--- config.mk ---
export PLATFORM = sky130hd
export DESIGN_NAME = mdll_pd_filter
export DESIGN_NICKNAME = d
export VERILOG_FILES = /design/src/rtl/mdll_pkg.sv /design/src/rtl/mdll_lock_det.sv /design/src/rtl/mdll_pd_filter.sv
export SDC_FILE = /design/constraint.sdc
export NUM_CORES = 1
export LEC_CHECK = 0
export CAP_MARGIN = 30
export CORE_MARGIN = 4
export CORE_UTILIZATION = 39
export DETAILED_ROUTE_END_ITERATION = 7
export PLACE_DENSITY_LB_ADDON = 0.25
export SYNTH_ARGS = -nofsm -noshare
export SYNTH_HDL_FRONTEND = slang
export SYNTH_SLANG_ARGS = --single-unit
export TNS_END_PERCENT = 5
--- constraint.sdc ---
create_clock -name clk_in -period 2.8 [get_ports clk_in]
set_input_delay 0.42 -clock clk_in [delete_from_list [all_inputs] [get_ports clk_in]]
set_output_delay 0.42 -clock clk_in [all_outputs]
set_load 0.02 [all_outputs]
--- src/rtl/mdll_pkg.sv ---
// Shared types for the MDLL phase-detector back end: decision encoding,
// filter mode encoding and the lead/lag decision helper.
`default_nettype none

package mdll_pkg;

    typedef enum logic [1:0] {
        DEC_HOLD = 2'd0,
        DEC_UP   = 2'd1,
        DEC_DN   = 2'd2
    } dec_t;

    localparam logic MODE_BB   = 1'b0;
    localparam logic MODE_VOTE = 1'b1;

    // Output clock leading means the line needs more delay.
    function automatic dec_t lead_lag_decision(input logic lead, input logic lag);
        dec_t d;
        d = DEC_HOLD;
        if (lead && !lag)
            d = DEC_UP;
        else if (lag && !lead)
            d = DEC_DN;
        return d;
    endfunction

endpackage

`default_nettype wire

--- src/rtl/mdll_lock_det.sv ---
// Lock detector: counts non-monotonic update events (holds and direction
// reversals) and flags lock once LOCK_N of them occur without a repeat step.
`default_nettype none

module mdll_lock_det
    import mdll_pkg::*;
#(
    parameter int LOCK_N = 8
) (
    input  logic clk_in,
    input  logic rst,
    input  logic clr,
    input  logic upd,
    input  logic drop,
    input  dec_t dec,
    output logic locked
);

    localparam int LCNT_W = $clog2(LOCK_N + 1);
    localparam logic [LCNT_W-1:0] c_lock_n = LCNT_W'(LOCK_N);
    localparam logic [LCNT_W-1:0] c_one    = LCNT_W'(1);

    logic [LCNT_W-1:0] r_lcnt;
    dec_t              r_prev;
    logic [LCNT_W-1:0] w_lcnt_inc;
    logic              w_repeat;

    assign w_lcnt_inc = (r_lcnt == c_lock_n) ? r_lcnt : r_lcnt + c_one;
    // A step dropped at a rail is treated like a repeated step.
    assign w_repeat   = (dec != DEC_HOLD) && (drop || (dec == r_prev));

    always_ff @(posedge clk_in or posedge rst) begin
        if (rst) begin
            r_lcnt <= '0;
            r_prev <= DEC_HOLD;
        end else if (clr) begin
            r_lcnt <= '0;
        end else if (upd) begin
            r_lcnt <= w_repeat ? '0 : w_lcnt_inc;
            if (dec != DEC_HOLD)
                r_prev <= dec;
        end
    end

    assign locked = (r_lcnt == c_lock_n);

endmodule

`default_nettype wire

--- src/rtl/mdll_pd_filter.sv ---
// MDLL phase-detector filter: strobes lead/lag once per reference window and
// drives a saturating delay-line code in bang-bang or majority-vote mode.
`default_nettype none

module mdll_pd_filter
    import mdll_pkg::*;
#(
    parameter int CNT_W     = 4,
    parameter int MULT      = 10,
    parameter int CODE_W    = 6,
    parameter int CODE_INIT = 32,
    parameter int VOTE_N    = 4,
    parameter int LOCK_N    = 8
) (
    input  logic              clk_in,
    input  logic              rst,
    input  logic              en,
    input  logic              mode,
    input  logic [CNT_W-1:0]  counter,
    input  logic              lead_s,
    input  logic              lag_s,
    output logic [CODE_W-1:0] code,
    output logic              up,
    output logic              dn,
    output logic              sat_hi,
    output logic              sat_lo,
    output logic              locked
);

    localparam int ACC_W  = $clog2(VOTE_N + 1) + 1;
    localparam int VCNT_W = $clog2(VOTE_N);

    localparam logic [CODE_W-1:0]       c_code_max  = '1;
    localparam logic [CODE_W-1:0]       c_code_init = CODE_W'(CODE_INIT);
    localparam logic [CODE_W-1:0]       c_code_one  = CODE_W'(1);
    localparam logic [CNT_W-1:0]        c_win_end   = CNT_W'(MULT - 1);
    localparam logic [VCNT_W-1:0]       c_vote_last = VCNT_W'(VOTE_N - 1);
    localparam logic [VCNT_W-1:0]       c_vcnt_one  = VCNT_W'(1);
    localparam logic signed [ACC_W-1:0] c_half      = ACC_W'(VOTE_N / 2);
    localparam logic signed [ACC_W-1:0] c_neg_half  = -c_half;

    logic                     r_mode_q;
    logic signed [ACC_W-1:0]  r_acc;
    logic [VCNT_W-1:0]        r_vcnt;
    logic [CODE_W-1:0]        r_code;
    logic                     r_up;
    logic                     r_dn;
    logic                     r_sat_hi;
    logic                     r_sat_lo;

    logic                     w_mode_chg;
    logic                     w_strb;
    dec_t                     w_dec;
    logic signed [ACC_W-1:0]  w_delta;
    logic signed [ACC_W-1:0]  w_acc_nxt;
    logic                     w_vote_end;
    logic                     w_upd;
    dec_t                     w_step;
    logic                     w_drop;
    logic                     w_inc;
    logic                     w_dec_code;
    logic [CODE_W-1:0]        w_code_nxt;

    // Unreset so a mode held through reset is not seen as a change afterwards.
    always_ff @(posedge clk_in) begin
        r_mode_q <= mode;
    end

    assign w_mode_chg = (mode != r_mode_q);
    assign w_strb     = en && (counter == c_win_end);
    assign w_dec      = lead_lag_decision(lead_s, lag_s);
    assign w_acc_nxt  = r_acc + w_delta;
    assign w_vote_end = (r_vcnt == c_vote_last);
    assign w_upd      = w_strb && !w_mode_chg && ((mode == MODE_BB) || w_vote_end);

    always_comb begin
        w_delta = '0;
        w_step  = DEC_HOLD;
        case (w_dec)
            DEC_UP:  w_delta = ACC_W'(1);
            DEC_DN:  w_delta = -ACC_W'(1);
            default: w_delta = '0;
        endcase
        if (mode == MODE_BB)
            w_step = w_dec;
        else if (w_acc_nxt >= c_half)
            w_step = DEC_UP;
        else if (w_acc_nxt <= c_neg_half)
            w_step = DEC_DN;
    end

    assign w_drop     = ((w_step == DEC_UP) && (r_code == c_code_max)) ||
                        ((w_step == DEC_DN) && (r_code == '0));
    assign w_inc      = w_upd && (w_step == DEC_UP) && !w_drop;
    assign w_dec_code = w_upd && (w_step == DEC_DN) && !w_drop;
    assign w_code_nxt = w_inc      ? r_code + c_code_one :
                        w_dec_code ? r_code - c_code_one : r_code;

    always_ff @(posedge clk_in or posedge rst) begin
        if (rst) begin
            r_acc  <= '0;
            r_vcnt <= '0;
        end else if (w_mode_chg) begin
            r_acc  <= '0;
            r_vcnt <= '0;
        end else if (w_strb && (mode == MODE_VOTE)) begin
            if (w_vote_end) begin
                r_acc  <= '0;
                r_vcnt <= '0;
            end else begin
                r_acc  <= w_acc_nxt;
                r_vcnt <= r_vcnt + c_vcnt_one;
            end
        end
    end

    always_ff @(posedge clk_in or posedge rst) begin
        if (rst) begin
            r_code   <= c_code_init;
            r_up     <= 1'b0;
            r_dn     <= 1'b0;
            r_sat_hi <= (c_code_init == c_code_max);
            r_sat_lo <= (c_code_init == '0);
        end else begin
            r_code   <= w_code_nxt;
            r_up     <= w_inc;
            r_dn     <= w_dec_code;
            r_sat_hi <= (w_code_nxt == c_code_max);
            r_sat_lo <= (w_code_nxt == '0);
        end
    end

    mdll_lock_det #(
        .LOCK_N (LOCK_N)
    ) u_lock_det (
        .clk_in (clk_in),
        .rst    (rst),
        .clr    (w_mode_chg),
        .upd    (w_upd),
        .drop   (w_drop),
        .dec    (w_step),
        .locked (locked)
    );

    assign code   = r_code;
    assign up     = r_up;
    assign dn     = r_dn;
    assign sat_hi = r_sat_hi;
    assign sat_lo = r_sat_lo;

endmodule

`default_nettype wire

==> results.tsv, run 1 <==
stage	metric	value	unit
setup_path	path_class	input pin to flop	
timing	fmax	328	MHz
timing	slew_headroom	40.3	%
yosys	syn_inst	168	
final_layout	syn_to_final_growth	42.0	%
yosys	synth_top_area_cell	dfrtp_1	
pwr	ir_drop	0.000364	V
clock_tree	cts_buffers	3	
worst_hold_path	min_path_type	flop to flop	
clock_tree	clock-sinks	23	
timing	maxSlewViolCount	0	
drt	wirelength	3980	um
place	dpl_cell_area	0.00212	mm^2
yosys	yosysWarnings	0	
global_routing	grt_overflow	0	
drt	dr.pass1.iters	4	
clock_tree	clockRootBuffer	clkbuf_8	
yosys	synth-seq-cells	23	
yosys	ys_top_cells_by_count	21 x dfrtp_1, 21 x nand2_1, 16 x inv_1	
drt	vias_per_cell	5.24	
setup_path	crit_fanout	5	
yosys	synth.avg_cell_area	9.55	um^2
floorplanning	placement_rows	23	
status	violations	negative setup slack	
setup_path	end_kind	flop	
final_layout	diodes	0	
setup_path	r2r_slack	-0.15	ns
setup_path	worstPathRequired	3.01	ns
job	drv_cap	0	
status	status	complete, but fails checks	
setup_path	path_depth	17	
global_routing	grt_max_degree	23	
timing	final-setup-viol-count	8	
final_layout	final_cell_area	0.00228	mm^2
setup_path	worstSetupStartpointType	input pin	
drt	vias	1446	
pwr	leakage	1.07	nW
timing	whs	0.494	ns
yosys	yosysSeqAreaShare	35.6	%
floorplanning	die_x	72.1	um
floorplanning	io_pins	21	
yosys	synth-edff-count	0	
timing	hold_viol	0	
clock_tree	cts_tree	built	
setup_path	endpoint	sat_hi$_DFF_PP0_	
setup_path	cp_num_buf_inv	6	
final_layout	fillers	345	
timing	tightest_slew	0.894	ns
yosys	synth_nets	189	
final_layout	drive_above_1_share	30.5	%
clock_tree	max-clock-path-buffers	2	
pwr	power	0.884	mW
yosys	synth_top_area_share	32.8	%
final_layout	fin_util	56.9	%
yosys	synth-async-reset-ratio	95.7	%
setup_path	ff2ff_path_depth	12	
timing	setup-tns-final	-0.927	ns
clock_tree	htreeDepth	1	
place	place_hpwl	2990	um
floorplanning	initial_core_util	40.1	%
place	place_congestion	0.914	
timing	postLayoutSetupSlackWorst	-0.252	ns
setup_path	crit_family	simple AND/OR/NAND/NOR gates	
setup_path	crit_slowest_cell	fa_2	
final_layout	nets	248	
floorplanning	die_y	72.1	um
setup_path	arrival	3.26	ns
drt	drtIter0Drc	51	
pwr	powerDensity	388	mW/mm^2
clock_tree	clkTransAtPathRegs	0.09	ns
timing	clock_skew	0.00803	ns
yosys	synth_cell_type_count	53	
yosys	syn_area	0.00160	mm^2
setup_path	crit_path_start	lead_s	
yosys	ys_top_cells_by_area	dfrtp_1 33%, ha_1 7.8%, nand2_1 4.9%, inv_1 3.7%, xor2_1 3.3%	
drt	antenna_left	0	
global_routing	antenna_found_initial	0	
clock_tree	clk-insertion-delay-late	0.27	ns
timing	rsz0062_at_grt	yes	
timing	finalCritPeriodShare	109	%
setup_path	timing.rr.end	sat_hi$_DFF_PP0_	
clock_tree	cts_hold_buf	0	
setup_path	max_stage_delay	0.35	ns
yosys	ys.flop_type	dfrtp_1	
setup_path	path_cells	buf_8 > inv_6 > ha_4 > inv_2 > ha_4 > inv_2 > fa_2 > xor2_2 > nor3b_4 > buf_4 > nor4_4 > buf_4 > or3_1 > mux2i_1 > xor2_1 > o21ai_1 > and4b_1	
setup_path	regToRegStartpoint	r_acc[0]$_DFFE_PP0P_	
drt	route.detailed.drc	0	
timing	min_period	3.05	ns
global_routing	grt_pass1_wl	6670	um
global_routing	grt_pass1_vias	1469	
drt	post_drt_wl_per_cell	14.4	um
place	io_buffers	20	
floorplanning	die_area	0.00520	mm^2
floorplanning	core-area	0.00400	mm^2
global_routing	grt_usage	16.3	%
[metrics by stage]
step                      cells  setup WS (ns)
after detailed placement    264          -1.03
after CTS                   275         -0.207
after floorplan             168         -0.320
after global placement      264         -0.943
final                       276         -0.252
after global routing        276         -0.352
[power breakdown]
| group | switching, mW | internal [mW] |
|---|---|---|
| Clock | 0.116 | 0.0997 |
| Combinational | 0.150 | 0.142 |
| Sequential | 0.0225 | 0.354 |
| Total | 0.288 | 0.596 |
[worst min-delay path by stage]
stage,endpoint,start,slack (ns),cells past startpoint
3_3_place_gp,r_vcnt[1]$_DFFE_PP0P_,r_vcnt[1]$_DFFE_PP0P_,0.47,2
6_report,r_vcnt[1]$_DFFE_PP0P_,r_vcnt[1]$_DFFE_PP0P_,0.49,2
3_5_place_dp,r_vcnt[1]$_DFFE_PP0P_,r_vcnt[1]$_DFFE_PP0P_,0.48,2
4_1_cts,r_vcnt[1]$_DFFE_PP0P_,r_vcnt[1]$_DFFE_PP0P_,0.50,2
2_1_floorplan,code[0]$_DFF_PP0_,rst,0.41,1
5_1_grt,r_vcnt[1]$_DFFE_PP0P_,r_vcnt[1]$_DFFE_PP0P_,0.52,2
[state kept, by name (all words and copies together) (netlist names)]
name               cells
code                   6
r_acc                  4
u_lock_det.r_lcnt      4
r_vcnt                 2
u_lock_det.r_prev      2
dn                     1
r_mode_q               1
sat_hi                 1
sat_lo                 1
up                     1
[cells in the final DEF (no fill, tap or decap), types with 5 or more instances in the layout]
cell type	instances
nor2_1	5
dfrtp_1	21
clkdlybuf4s50_1	18
ha_1	8
o21ai_0	8
inv_1	13
nand2_1	21
a21oi_1	5
nand3_1	5
buf_4	36
[cell families (layout without fill, tap and decap cells)]
kind of cell / Yosys count / count (layout) / share of synthesized area [%]
simple gates: 67 / 67 / 23.9
compound gates: 36 / 36 / 18.7
flops: 23 / 23 / 35.6
buf+inv: 18 / 76 / 4.52
fa+ha+maj: 11 / 11 / 9.05
xor+xnor: 10 / 10 / 6.32
mux: 3 / 3 / 1.87
[repair_timing]
action | in CTS | in global routing
endpoints found under the setup margin | 16 | 11
setup buffers | 7 | 1
gates resized for setup | 18 | 1
cloned | 0 | 0
pin swaps | 17 | 2
[per-layer routing]
| layer | share of wire, % | wire length [um] | up-vias | global-route usage, % |
|---|---|---|---|---|
| met5 | 0 | 0 | - | 0 |
| met4 | 1.9 | 74 | 0 | 5.01 |
| met3 | 2.0 | 80 | 7 | 2.22 |
| met2 | 52 | 2090 | 23 | 30.0 |
| met1 | 44 | 1740 | 701 | 19.4 |
| li1 | - | - | 715 | - |
[worst register-to-register path: stages, from the launching register on]
cell     delay (ns)
dfrtp_1        0.41
ha_4           0.17
inv_2          0.04
fa_2           0.46
nor3b_4        0.28
buf_4          0.17
nor4_4         0.04
buf_4          0.17
or3_1          0.34
mux2i_1        0.17
xor2_1         0.27
o21ai_1        0.11
and4b_1        0.26
[final cells by class]
class,instances,area (um^2),area share [%]
Multi-Input combinational cell,127,1050,46.3
Clock buffer,3,41.3,1.81
Clock inverter,1,5.00,0.220
Inverter,16,65.1,2.86
Sequential cell,23,572,25.1
Tap cell,50,62.6,2.75
Timing Repair Buffer,56,477,20.9
No activity file was read; power rests on OpenSTA's default activity.
==> inputs of run 2 (changes only) <==
==> constraint.sdc (replaced) <==
create_clock -name clk_in -period 2.8 [get_ports clk_in]
set_input_delay 0.7 -clock clk_in [delete_from_list [all_inputs] [get_ports clk_in]]
set_output_delay 0.7 -clock clk_in [all_outputs]
set_load 0.02 [all_outputs]
==> run 2 against run 1 <==
  * The run still ends with negative setup slack left
  * First-iteration DRC count is 53% lower
  * Fmax shrank 7.7%
  * Highest routed layer unchanged
  * Worst hold slack improved by 0.011 ns
  * Sequential cell count unchanged
  * Clock-buffer cell count grew 1
  * Critical path type unchanged
  * Core utilization grew 0.75 points
  * Cell count did not move
  * Largest cell class unchanged
  * Worst setup slack lost 0.26 ns
==> results.tsv, run 2 (same netlist as run 1, synthesis figures left out) <==
stage	metric	value	unit
place	io_buffers	20	
pwr	powerDensity	389	mW/mm^2
floorplanning	die_x	72.1	um
pwr	leakage	1.07	nW
clock_tree	cts_buffers	3	
setup_path	worstPathRequired	3.00	ns
final_layout	fin_util	57.7	%
clock_tree	cts_hold_buf	0	
global_routing	grt_max_degree	23	
clock_tree	max-clock-path-buffers	2	
final_layout	nets	248	
setup_path	arrival	3.51	ns
place	place_congestion	0.916	
pwr	power	0.898	mW
pwr	ir_drop	0.000335	V
global_routing	grt_pass1_vias	1558	
drt	drtIter0Drc	24	
worst_hold_path	min_path_type	flop to flop	
final_layout	layout_common_cells	35 x buf_4, 21 x nand2_1, 21 x dfrtp_1, 18 x clkdlybuf4s50_1, 13 x inv_1	
timing	postLayoutSetupSlackWorst	-0.507	ns
floorplanning	placement_rows	23	
global_routing	grt_pass1_wl	6840	um
status	violations	negative setup slack	
drt	antenna_left	0	
floorplanning	io_pins	21	
clock_tree	htreeDepth	1	
clock_tree	clk-insertion-delay-late	0.27	ns
final_layout	fillers	336	
final_layout	drive_above_1_share	30.5	%
clock_tree	clockRootBuffer	clkbuf_8	
timing	rsz0062_at_grt	yes	
drt	route.detailed.drc	0	
final_layout	diodes	0	
clock_tree	clock-sinks	23	
job	drv_cap	0	
setup_path	worstSetupStartpointType	input pin	
status	status	complete, but fails checks	
timing	whs	0.505	ns
setup_path	crit_fanout	6	
final_layout	layout_commonest_cell	buf_4	
floorplanning	core-area	0.00400	mm^2
timing	maxSlewViolCount	0	
timing	min_period	3.31	ns
clock_tree	clkTransAtPathRegs	0.09	ns
timing	final-setup-viol-count	12	
place	dpl_cell_area	0.00213	mm^2
global_routing	grt_overflow	0	
timing	clock_skew	0.00879	ns
final_layout	syn_to_final_growth	43.8	%
timing	hold_viol	0	
drt	post_drt_wl_per_cell	14.5	um
timing	fmax	302	MHz
drt	wirelength	3990	um
timing	setup-tns-final	-3.88	ns
timing	slew_headroom	59.4	%
drt	dr.pass1.iters	4	
floorplanning	die_area	0.00520	mm^2
clock_tree	cts_tree	built	
global_routing	antenna_found_initial	0	
setup_path	end_kind	flop	
timing	finalCritPeriodShare	118	%
drt	vias	1442	
place	place_hpwl	3010	um
drt	vias_per_cell	5.22	
final_layout	largest_reg_flops	6	
setup_path	path_class	input pin to flop	
floorplanning	die_y	72.1	um
timing	tightest_slew	0.602	ns
global_routing	grt_usage	16.4	%
floorplanning	initial_core_util	40.1	%
final_layout	final_cell_area	0.00231	mm^2
-- run 2: timing repair --
action,CTS,global route
pin swaps,14,5
endpoints found under the setup margin,16,15
setup buffers,4,3
resized for setup,20,7
-- run 2: area by class of cell --
type | instances | area [um^2] | area share, %
timing repair buffer | 56 | 480 | 20.8
inverter | 16 | 65.1 | 2.82
clock buffer | 4 | 45.0 | 1.95
tap | 50 | 62.6 | 2.71
sequential | 23 | 572 | 24.8
multi-input combinational | 127 | 1080 | 46.9
-- run 2: worst paths after layout --
| kind | start | to | slack, ns | cells after the start |
|---|---|---|---|---|
| min reg2reg | r_vcnt[1]$_DFFE_PP0P_ | r_vcnt[1]$_DFFE_PP0P_ | 0.51 | 2 |
| max | lead_s | sat_hi$_DFF_PP0_ | -0.51 | 15 |
| min | r_vcnt[1]$_DFFE_PP0P_ | r_vcnt[1]$_DFFE_PP0P_ | 0.51 | 2 |
| max in group asynchronous | rst | code[5]$_DFF_PP1_ | 1.75 | 3 |
| max reg2reg | r_acc[0]$_DFFE_PP0P_ | sat_hi$_DFF_PP0_ | -0.11 | 11 |
| min in group asynchronous | rst | r_vcnt[1]$_DFFE_PP0P_ | 0.76 | 3 |
-- run 2: power breakdown --
group	leakage (nW)	internal, mW	total (mW)	switching [mW]
Clock	0.0228	0.102	0.216	0.114
Sequential	0.306	0.354	0.375	0.0209
Combinational	0.741	0.148	0.307	0.159
Total	1.07	0.604	0.898	0.293
-- run 2: critical path, stage by stage --
cell and delay [ns]:
buf_8 0.10, inv_6 0.04, ha_4 0.19, inv_2 0.06, ha_4 0.13, inv_2 0.04, fa_2 0.57, nor3b_4 0.07
nor4_4 0.42, buf_4 0.21, o2111ai_4 0.14, mux2i_1 0.18, xor2_1 0.27, o21ai_1 0.11, and4b_1 0.27
-- run 2: layer usage --
| metal | routed length (um) | track usage, % | share of wire (%) |
|---|---|---|---|
| met1 | 1760 | 20.1 | 44 |
| met2 | 2080 | 28.9 | 52 |
| met5 | 0 | 0 | 0 |
| met4 | 74 | 7.10 | 1.9 |
| met3 | 84 | 1.66 | 2.1 |
-- run 2: through the flow --
stage               setup WS, ns  instances
finish                    -0.507        276
global route              -0.601        276
CTS                       -0.489        273
detailed placement         -1.33        265
global placement           -1.22        265
floorplan                 -0.600        168
